### config.mk
export PLATFORM = sky130hd
export DESIGN_NAME = decode_queue
export DESIGN_NICKNAME = d
export VERILOG_FILES = /design/src/rtl/decode_pkg.sv /design/src/rtl/decode_queue_fifo.sv /design/src/rtl/decode_queue.sv
export SDC_FILE = /design/constraint.sdc
export NUM_CORES = 1
export LEC_CHECK = 0
export ABC_CLOCK_PERIOD_IN_PS = 2150
export CAP_MARGIN = 20
export CORE_MARGIN = 3
export CORE_UTILIZATION = 28
export DETAILED_ROUTE_END_ITERATION = 8
export PLACE_DENSITY = 0.56
export SETUP_SLACK_MARGIN = 0.02
export SYNTH_ARGS = -nofsm -noshare
export SYNTH_HDL_FRONTEND = slang
export SYNTH_SLANG_ARGS = --single-unit
### constraint.sdc
create_clock -name clk -period 2.15 [get_ports clk]
set_input_delay 0.3225 -clock clk [delete_from_list [all_inputs] [get_ports clk]]
set_output_delay 0.3225 -clock clk [all_outputs]
set_load 0.05 [all_outputs]
### src/rtl/decode_pkg.sv
// rtl/decode_pkg.sv - ALU opcodes, special register addresses and decoded-instruction type
package decode_pkg;

    localparam logic [3:0] ALU_ADD  = 4'h0;
    localparam logic [3:0] ALU_SUB  = 4'h1;
    localparam logic [3:0] ALU_MOVE = 4'h2;
    localparam logic [3:0] ALU_ROR  = 4'h3;
    localparam logic [3:0] ALU_AND  = 4'h4;
    localparam logic [3:0] ALU_XOR  = 4'h5;
    localparam logic [3:0] ALU_OR   = 4'h6;
    localparam logic [3:0] ALU_PASS = 4'h7;
    localparam logic [3:0] ALU_ADDC = 4'h8;
    localparam logic [3:0] ALU_SUBC = 4'h9;
    localparam logic [3:0] ALU_NOT  = 4'hA;
    localparam logic [3:0] ALU_ROL  = 4'hB;
    localparam logic [3:0] ALU_NONE = 4'hF;

    localparam logic [4:0] REG_LINK   = 5'h11;
    localparam logic [4:0] REG_DATA   = 5'h18;
    localparam logic [4:0] REG_IO     = 5'h19;
    localparam logic [4:0] REG_STATUS = 5'h1E;

    typedef struct packed {
        logic [3:0] alu_op;
        logic [4:0] src_raddr;
        logic [4:0] dest_waddr;
        logic       h_en;
        logic       l_en;
        logic       regf_wren;
        logic       data_wren;
        logic       data_ren;
        logic       io_wren;
        logic       io_ren;
        logic       status_ren;
        logic       pc_jmp;
        logic       pc_brx;
        logic       pc_brxt;
        logic       pc_call;
        logic       pc_ret;
    } dec_t;

endpackage

### src/rtl/decode_queue_fifo.sv
// rtl/decode_queue_fifo.sv - instruction word queue: storage, wrapping pointers and occupancy
module decode_queue_fifo #(
    parameter int W     = 16,
    parameter int DEPTH = 4,
    localparam int AW   = $clog2(DEPTH),
    localparam int CW   = $clog2(DEPTH + 1)
) (
    input  logic          clk,
    input  logic          rst,
    input  logic          flush,
    input  logic          push,
    input  logic          pop,
    input  logic [W-1:0]  wdata,
    output logic [W-1:0]  rdata,
    output logic [CW-1:0] count
);

    logic [W-1:0]  mem [DEPTH];
    logic [AW-1:0] wr_ptr;
    logic [AW-1:0] rd_ptr;

    // pointers wrap naturally because DEPTH is a power of two; flush behaves like reset
    always_ff @(posedge clk) begin
        if (rst || flush) begin
            wr_ptr <= '0;
            rd_ptr <= '0;
            count  <= '0;
        end else begin
            if (push) wr_ptr <= wr_ptr + 1'b1;
            if (pop)  rd_ptr <= rd_ptr + 1'b1;
            case ({push, pop})
                2'b10:   count <= count + 1'b1;
                2'b01:   count <= count - 1'b1;
                default: count <= count;
            endcase
        end
    end

    // storage needs no reset; the pointers define what is valid
    always_ff @(posedge clk) begin
        if (push) mem[wr_ptr] <= wdata;
    end

    assign rdata = mem[rd_ptr];

endmodule

### src/rtl/decode_queue.sv
// rtl/decode_queue.sv - fetch queue plus registered instruction decode; DECODE_QUEUE_BYPASS_EN enables empty-queue bypass
module decode_queue
    import decode_pkg::*;
#(
    parameter int            IW       = 16,
    parameter int            DEPTH    = 4,
    parameter logic [IW-1:0] NOP_WORD = 16'hC000
) (
    input  logic                       clk,
    input  logic                       rst,
    input  logic                       flush,
    input  logic                       hazard,
    input  logic                       jmp_rst,
    input  logic                       brx_rst,
    input  logic                       fetch_valid,
    input  logic [IW-1:0]              fetch_data,
    output logic                       fetch_ready,
    output logic [$clog2(DEPTH+1)-1:0] q_count,
    output logic                       dec_valid,
    output logic [3:0]                 alu_op,
    output logic [4:0]                 src_raddr,
    output logic [4:0]                 dest_waddr,
    output logic [IW-7:0]              I_field,
    output logic                       H_en,
    output logic                       L_en,
    output logic                       regf_wren,
    output logic                       data_wren,
    output logic                       data_ren,
    output logic                       IO_wren,
    output logic                       IO_ren,
    output logic                       status_ren,
    output logic                       pc_jmp,
    output logic                       pc_brx,
    output logic                       pc_brxt,
    output logic                       pc_call,
    output logic                       pc_ret
);

    localparam int            CW   = $clog2(DEPTH + 1);
    localparam logic [CW-1:0] FULL = CW'(DEPTH);

    logic          push, pop, q_empty, byp_load;
    logic [IW-1:0] head, word;
    logic          word_valid;
    logic [3:0]    cls;
    dec_t          dec_n, dec_q;
    logic [IW-7:0] ifield_q;
    logic          valid_q;

    assign fetch_ready = ~rst & ~flush & (q_count != FULL);
    assign push        = fetch_valid & fetch_ready;
    assign q_empty     = (q_count == '0);
    assign pop         = ~hazard & ~flush & ~q_empty;

`ifdef DECODE_QUEUE_BYPASS_EN
    assign byp_load = q_empty & push & ~hazard;
`else
    assign byp_load = 1'b0;
`endif

    decode_queue_fifo #(.W(IW), .DEPTH(DEPTH)) u_fifo (
        .clk   (clk),
        .rst   (rst),
        .flush (flush),
        .push  (push & ~byp_load),
        .pop   (pop),
        .wdata (fetch_data),
        .rdata (head),
        .count (q_count)
    );

    // choose the word entering decode: queue head, bypassed fetch word, or the idle NOP
    always_comb begin
        word       = NOP_WORD;
        word_valid = 1'b0;
        if (!q_empty) begin
            word       = head;
            word_valid = 1'b1;
        end else if (byp_load) begin
            word       = fetch_data;
            word_valid = 1'b1;
        end
    end

    // instruction decode keyed by the class nibble bits[15:12]
    always_comb begin
        cls              = word[15:12];
        dec_n            = '0;
        dec_n.src_raddr  = word[9:5];
        dec_n.dest_waddr = word[4:0];
        dec_n.h_en       = word[11];
        dec_n.l_en       = word[10];
        dec_n.pc_brxt    = word[12];
        case (cls)
            4'h0: dec_n.alu_op = ALU_ADD;
            4'h1: dec_n.alu_op = ALU_ADDC;
            4'h2: dec_n.alu_op = ALU_SUB;
            4'h3: dec_n.alu_op = ALU_SUBC;
            4'h4: dec_n.alu_op = ALU_MOVE;
            4'h5: dec_n.alu_op = ALU_NOT;
            4'h6: dec_n.alu_op = ALU_ROR;
            4'h7: dec_n.alu_op = ALU_ROL;
            4'h8: dec_n.alu_op = ALU_AND;
            4'h9: dec_n.alu_op = ALU_XOR;
            4'hA: dec_n.alu_op = ALU_OR;
            4'hB: begin
                dec_n.alu_op     = ALU_PASS;
                dec_n.dest_waddr = REG_LINK;
                dec_n.regf_wren  = |word[11:10];
                dec_n.pc_jmp     = word[8];
                dec_n.pc_call    = ~word[8] & ~word[9];
                dec_n.pc_ret     = ~word[8] & word[9];
            end
            4'hC: begin
                dec_n.alu_op = ALU_PASS;
                dec_n.pc_brx = |word[11:10];
            end
            4'hD: begin
                dec_n.alu_op = ALU_PASS;
                dec_n.pc_brx = 1'b1;
            end
            4'hE: begin
                dec_n.alu_op     = ALU_PASS;
                dec_n.dest_waddr = {3'b100, word[9:8]};
                dec_n.regf_wren  = 1'b1;
            end
            4'hF: begin
                dec_n.alu_op     = ALU_NONE;
                dec_n.data_ren   = (word[9:5] == REG_DATA);
                dec_n.io_ren     = (word[9:5] == REG_IO);
                dec_n.status_ren = (word[9:5] == REG_STATUS);
            end
        endcase
        if (cls <= 4'hA) begin
            dec_n.regf_wren  = 1'b1;
            dec_n.data_wren  = (word[4:0] == REG_DATA);
            dec_n.data_ren   = (word[9:5] == REG_DATA);
            dec_n.io_wren    = (word[4:0] == REG_IO);
            dec_n.io_ren     = (word[9:5] == REG_IO);
            dec_n.status_ren = (word[9:5] == REG_STATUS);
        end
    end

    // decode register: reset/flush clear it, hazard holds it (ret is a pulse, jmp/brx resettable), else load
    always_ff @(posedge clk) begin
        if (rst || flush) begin
            dec_q    <= '0;
            ifield_q <= '0;
            valid_q  <= 1'b0;
        end else if (hazard) begin
            dec_q.pc_ret <= 1'b0;
            if (jmp_rst) begin
                dec_q.pc_jmp  <= 1'b0;
                dec_q.pc_call <= 1'b0;
            end
            if (brx_rst) dec_q.pc_brx <= 1'b0;
        end else begin
            dec_q    <= dec_n;
            ifield_q <= word[IW-7:0];
            valid_q  <= word_valid;
        end
    end

    assign dec_valid  = valid_q;
    assign alu_op     = dec_q.alu_op;
    assign src_raddr  = dec_q.src_raddr;
    assign dest_waddr = dec_q.dest_waddr;
    assign I_field    = ifield_q;
    assign H_en       = dec_q.h_en;
    assign L_en       = dec_q.l_en;
    assign regf_wren  = dec_q.regf_wren;
    assign data_wren  = dec_q.data_wren;
    assign data_ren   = dec_q.data_ren;
    assign IO_wren    = dec_q.io_wren;
    assign IO_ren     = dec_q.io_ren;
    assign status_ren = dec_q.status_ren;
    assign pc_jmp     = dec_q.pc_jmp;
    assign pc_brx     = dec_q.pc_brx;
    assign pc_brxt    = dec_q.pc_brxt;
    assign pc_call    = dec_q.pc_call;
    assign pc_ret     = dec_q.pc_ret;

endmodule

# Word level (Yosys, flattened, before mapping)
# Memories as Yosys holds them, arrays and structs flattened. A register that Yosys moved wholly into a read port is not among the register bits.
# Cells that the tools add are included.
# W data, S select, Z words.
# word_totals
regBits	45
latchBits	0
ramBits	64
rom_bits	0
inputBits	23
mem_count	1
# memory_table
name	words	word_bits	read_ports	rd_clocked_by_memory_dff	wr	line_no	text
u_fifo.mem	4	16	1	1	1	decode_queue_fifo.sv:18	logic [W-1:0] mem [DEPTH];
# classes
addsub	4
mul	0
div	0
magnitude_cmp	1
eq_ne	25
shift	0
n_mux	20
bitwise	14
n_reduce_logical	7
# op_table
operator	count
$pmux W4 S13	1
$eq A4 B4 Y1 const B	8
$eq A5 B5 Y1 const B	5
$eq A4 B3 Y1 const B	4
$mux W16	1
$mux W2	6
$pmux W5 S2	1
$eq A4 B2 Y1 const B	2
$and A1 B1 Y1	7
$mux W1	7
$not A1 Y1	7
$mux W6	1
$pmux W3 S2	1
$add A2 B1 Y2 const B	2
$eq A4 B1 Y1 const B	1
$le A4 B4 Y1 const B	1
$logic_not A4 Y1	1
$ne A2 B1 Y1 const B	2
$pmux W1 S2	2
$reduce_or A4 Y1	1
$add A3 B1 Y3 const B	1
$logic_not A3 Y1	1
$ne A3 B3 Y1 const B	1
$reduce_or A3 Y1	1
6 further kinds	6

# Longest topological paths before layout
# depth
ltp_word	6
mapped_depth	11
ltp_nobuf	10

# By module
# A second synthesis with hierarchy kept.
# unflattened
hier_cells	289
area_unflattened_um2	4232.8
# by_module_without_submodules
module	instances	cells_per_inst	area_per_inst_um2	seq_area_each_um2
decode_queue_fifo	1	126	2765.2	2102.0
decode_queue	1	163	1467.7	660.6

# Least setup slack after synthesis
# OpenSTA, ideal clock, no wires.
# synth_timing
kind	register to register
startpoint	register u_fifo.count[1]
endpoint	register u_fifo.count[2]
setup_ns	0.071
arrival_time_ns	3.142
t_required_ns	2.079
path_slack_ns	-1.063
path_stages_with_launch	11
path_buffers	0
period_less_slack_ns	3.213
path_cell_list	dfxtp_1 > inv_1 > a31oi_1 > and2_1 > inv_1 > ha_1 > inv_1 > fa_1 > xor2_1 > or3_1 > a21oi_1
# synth_via
elab_chain_len	5
elab_cells_between_ends	12
cone_classes	add/sub: 2; eq/ne: 3; mux: 1; bitwise: 4; reduce/logical: 2
# synth_lines
element	line_no	text
from (decl)	decode_queue_fifo.sv:15	output logic [CW-1:0] count
from (signal assigned)	decode_queue_fifo.sv:32	2'b10: count <= count + 1'b1;
from (signal assigned)	decode_queue_fifo.sv:33	2'b01: count <= count - 1'b1;
from (signal assigned)	decode_queue_fifo.sv:34	default: count <= count;
$ne A3 B3 Y1 (*)	decode_queue.sv:50	assign fetch_ready = ~rst & ~flush & (q_count != FULL);
$and A1 B1 Y1 (*)	decode_queue.sv:50	
via fetch_ready	decode_queue.sv:17	output logic fetch_ready,
$and A1 B1 Y1 (*)	decode_queue.sv:51	assign push = fetch_valid & fetch_ready;
$eq A2 B1 Y1 / $eq A2 B2 Y1 (equally long branches)	decode_queue_fifo.sv:31	case ({push, pop})
$pmux W3 S2 / $reduce_bool A2 Y1 (equally long branches)	-	
# Mark *: on every way through the listed nets, which the timed path passes. The rest lies on a longest branch.
# A chain may end at the register's enable or synchronous reset.

==> results.cfg <==
[run_status]
status = finished, final reports clean

[route]
post_drt_wl_per_cell_um = 16.4
drt-pass1-iter-count = 4
met2RoutedLength_um = 4420
drt-initial-drc-count = 123
maxUsedRoutingLayer = met4
detailroute.via_count = 2808
route.final.wire_length_um = 9690
met3_wirelength_um = 550
routedLengthMet1_um = 4600
residual_drc_count = 0
via_per_inst = 4.77
ant_nets = 0

[global_routing]
grt_util_all_layers_pct = 11.7
grt_antenna_before_repair = 0
global_route_wire_length_before_repair_um = 15200
grt_pass1_vias = 2790
globalRouteOverflowTotal = 0
grt_start_max_net_pins = 35

[critical_path]
timing_worst_setup_path_type = reg -> reg
worstSetupEndpointType = flip-flop
critical_path.n_buffers_inverters = 1
worstRegToRegCells = 6
cpMaxStageDelayCell = mux4_1
register_to_register_setup_slack_ns = 0.11
crit_chain = buf_4, mux4_1, and3b_1, a311oi_2, nand4_1, a21oi_1
worst_path_max_fanout = 4
critical_path_arrival_ns = 2.32
critical-path-max-stage-delay_ns = 0.59
cp-start-kind = flip-flop
rr_endpoint = data_ren$_SDFFE_PP0N_
worstPathRequired_ns = 2.43
timing.critical_path.max_delay_family = multiplexers

[min_path]
hold_class = in -> reg
worstHoldStart = rst
hold-path-endpoint = dest_waddr[4]$_SDFFE_PP0N_
min_path_cells = 5

[die]
io_pins = 65
die_height_um = 130
design.core.area_um2 = 14800
start_util_pct = 29.2
floorplan.die_area_um2 = 17000
row_count = 44
chipWidth_um = 130

[yosys]
synthFlopType = edfxtp_1
number_of_synthesized_flops_with_an_enable_pin = 64
async_reset_ff_share_pct = 0
post_synth_design_cell_area_um2 = 4330
synth.yosys.seq_area_share_pct = 63.8
synth_top_cells_by_area = edfxtp_1 44%, dfxtp_1 19%, mux4_2 5.2%
yosys.area.top_type_share_pct = 44.4
synthesis.nets = 346
postSynthAreaPerCell_um2 = 13.7
postSynthRegisterBits = 106
ys.warnings.count = 0
postSynthCellCount = 317
synthDistinctLibCells = 45
synth_top_area_cell = edfxtp_1

[final_layout]
area.growth.synth_to_final_pct = 32.0
finish.utilization_pct = 38.6
num-nets-final = 429
finalNonFillerCells = 589
post_route_cells_drive_above_1_share_pct = 18.8
finish.instance_area_um2 = 5720
antenna_cells_inserted = 0

[place]
place.gp.congestion = 0.737
dp.cells = 573
dpl.hpwl_um = 6990
placed_area_um2 = 5400
placement_stage_worst_setup_slack_ns = -0.320
io_buffer_count = 64

[timing]
timing.final.max_slew_violations = 0
setup_viol_count_final = 0
fin_worst_skew_ns = 0.00727
holdWs_ns = 0.451
final_critical_path_setup_slack_ns = 0.112
layout_worst_path_cycle_share_pct = 94.8
worst_pin_slew_ns = 0.892
grt_setup_unrepaired = true
maxSlewHeadroom_pct = 40.3
fmax_ghz = 0.491
fin_setup_tns_ns = 0
final_hold_fails = 0
final.min_clock_period_ns = 2.04

[cts]
cts_max_path_buffers = 2
clkSlewWorstSetupHoldPaths_ns = 0.07
tritoncts = built
clk_root_buffer_cell = clkbuf_16
total_setup_buffers_inserted_after_cts = 0
hold_buffers = 0
htree_num_levels = 3
clk_latency_ns = 0.35
tritoncts.num_buffers = 9
clock_sink_count = 106

[pwr]
power_density_nw_per_um2 = 699
worst_ir_drop_vdd_uv = 370
total_leakage_power_nw = 1.91
design_power_total_mw = 3.99

[job]
cap_viol_max_count = 0
worst max-delay path by stage:
stage | startpoint | to | slack [ns] | cells after the start
2_1_floorplan | flush | u_fifo.count[2]$_SDFFE_PP0P_ | -0.24 | 11
3_3_place_gp | flush | u_fifo.count[2]$_SDFFE_PP0P_ | -0.28 | 10
3_5_place_dp | flush | u_fifo.count[2]$_SDFFE_PP0P_ | -0.32 | 10
4_1_cts | flush | u_fifo.count[2]$_SDFFE_PP0P_ | 0.03 | 10
5_1_grt | flip-flop | IO_wren$_SDFFE_PP0N_ | 0.003 | 6
6_report | flip-flop | data_ren$_SDFFE_PP0N_ | 0.11 | 6
Yosys cell counts, types with 2 or more instances:
cell      instances
a21oi_1          17
a22oi_1           9
a31oi_1           2
a32oi_1           5
and2_1            5
and3_1            6
buf_2             4
buf_4             6
buf_6             2
clkbuf_1         11
dfxtp_1          42
edfxtp_1         64
ha_1              5
inv_1             8
mux2i_1           2
mux4_1            8
mux4_2           10
nand2_1          15
nand3_1           8
nor2_1           40
nor2b_1           5
nor3_1            3
nor4b_1           2
o21ai_0          10
o31ai_1           2
or2_2             2
or3_1             2
xnor2_1           2
xor2_1            4
report_power, final:
part	internal (mW)	switching [mW]	leakage, nW	total (mW)
clock network	0.817	0.767	0.145	1.58
registers	2.17	0.00885	0.919	2.18
logic	0.102	0.130	0.850	0.233
total	3.09	0.907	1.91	3.99
layout make-up:
class | count | area (um^2)
inverter | 8 | 30.0
tap | 184 | 230
clock buffer | 9 | 225
multi-input combinational | 180 | 1460
clock inverter | 7 | 62.6
timing repair buffer | 95 | 936
fill | 1372 | 9090
sequential | 106 | 2770
kinds of logic after synthesis:
kind of cell             Yosys count  synth area share [%]
multiplexers                      21                  10.8
adder cells (fa/ha/maj)            6                  1.91
buffers and inverters             31                  3.67
AND/OR/NAND/NOR                   94                  10.6
AO/OA/AOI/OAI                     53                  8.01
flip-flops                       106                  63.8
XOR/XNOR                           6                  1.21
worst min-delay path, cell delays in order:
cell	delay, ns
dlymetal6s2s_1	0.10
nor2_1	0.05
buf_4	0.17
o21ai_0	0.08
a21oi_1	0.04
metal layers:
layer / up-vias / GRT usage, %
met4: 0 / 3.21
met2: 67 / 18.1
met1: 1381 / 16.1
met3: 9 / 3.68
li1: 1351 / -
met5: - / 0
sequential cells by signal, summed over array words and instances (netlist names), 2 cells and up, named ones only:
name and count:
u_fifo.mem 64, I_field 5, dest_waddr 5, src_raddr 5
alu_op 4, u_fifo.count 3, u_fifo.rd_ptr 2, u_fifo.wr_ptr 2
layout by cell type (no fill, tap or decap), drive strengths merged, types with 4 or more instances in the layout:
cell           netlist  layout
a21oi               17      17
a22oi                9       9
a32oi                5       5
and2                 5       5
and3                 6       6
buf                 12      32
clkbuf              11       9
clkdlybuf4s50        0      62
dfxtp               42      42
edfxtp              64      64
ha                   5       5
inv                  8      14
mux4                18      18
nand2               15      15
nand3                8       8
nor2                40      40
nor2b                5       5
o21ai               10      10
xor2                 4       4
what timing repair did:
action                                  4_1_cts  5_1_grt
cloned                                        0        0
endpoints found under the setup margin        1        2
pin swaps                                     0        3
gates resized for setup                       1        5
Power figures use the tool's default switching activity.
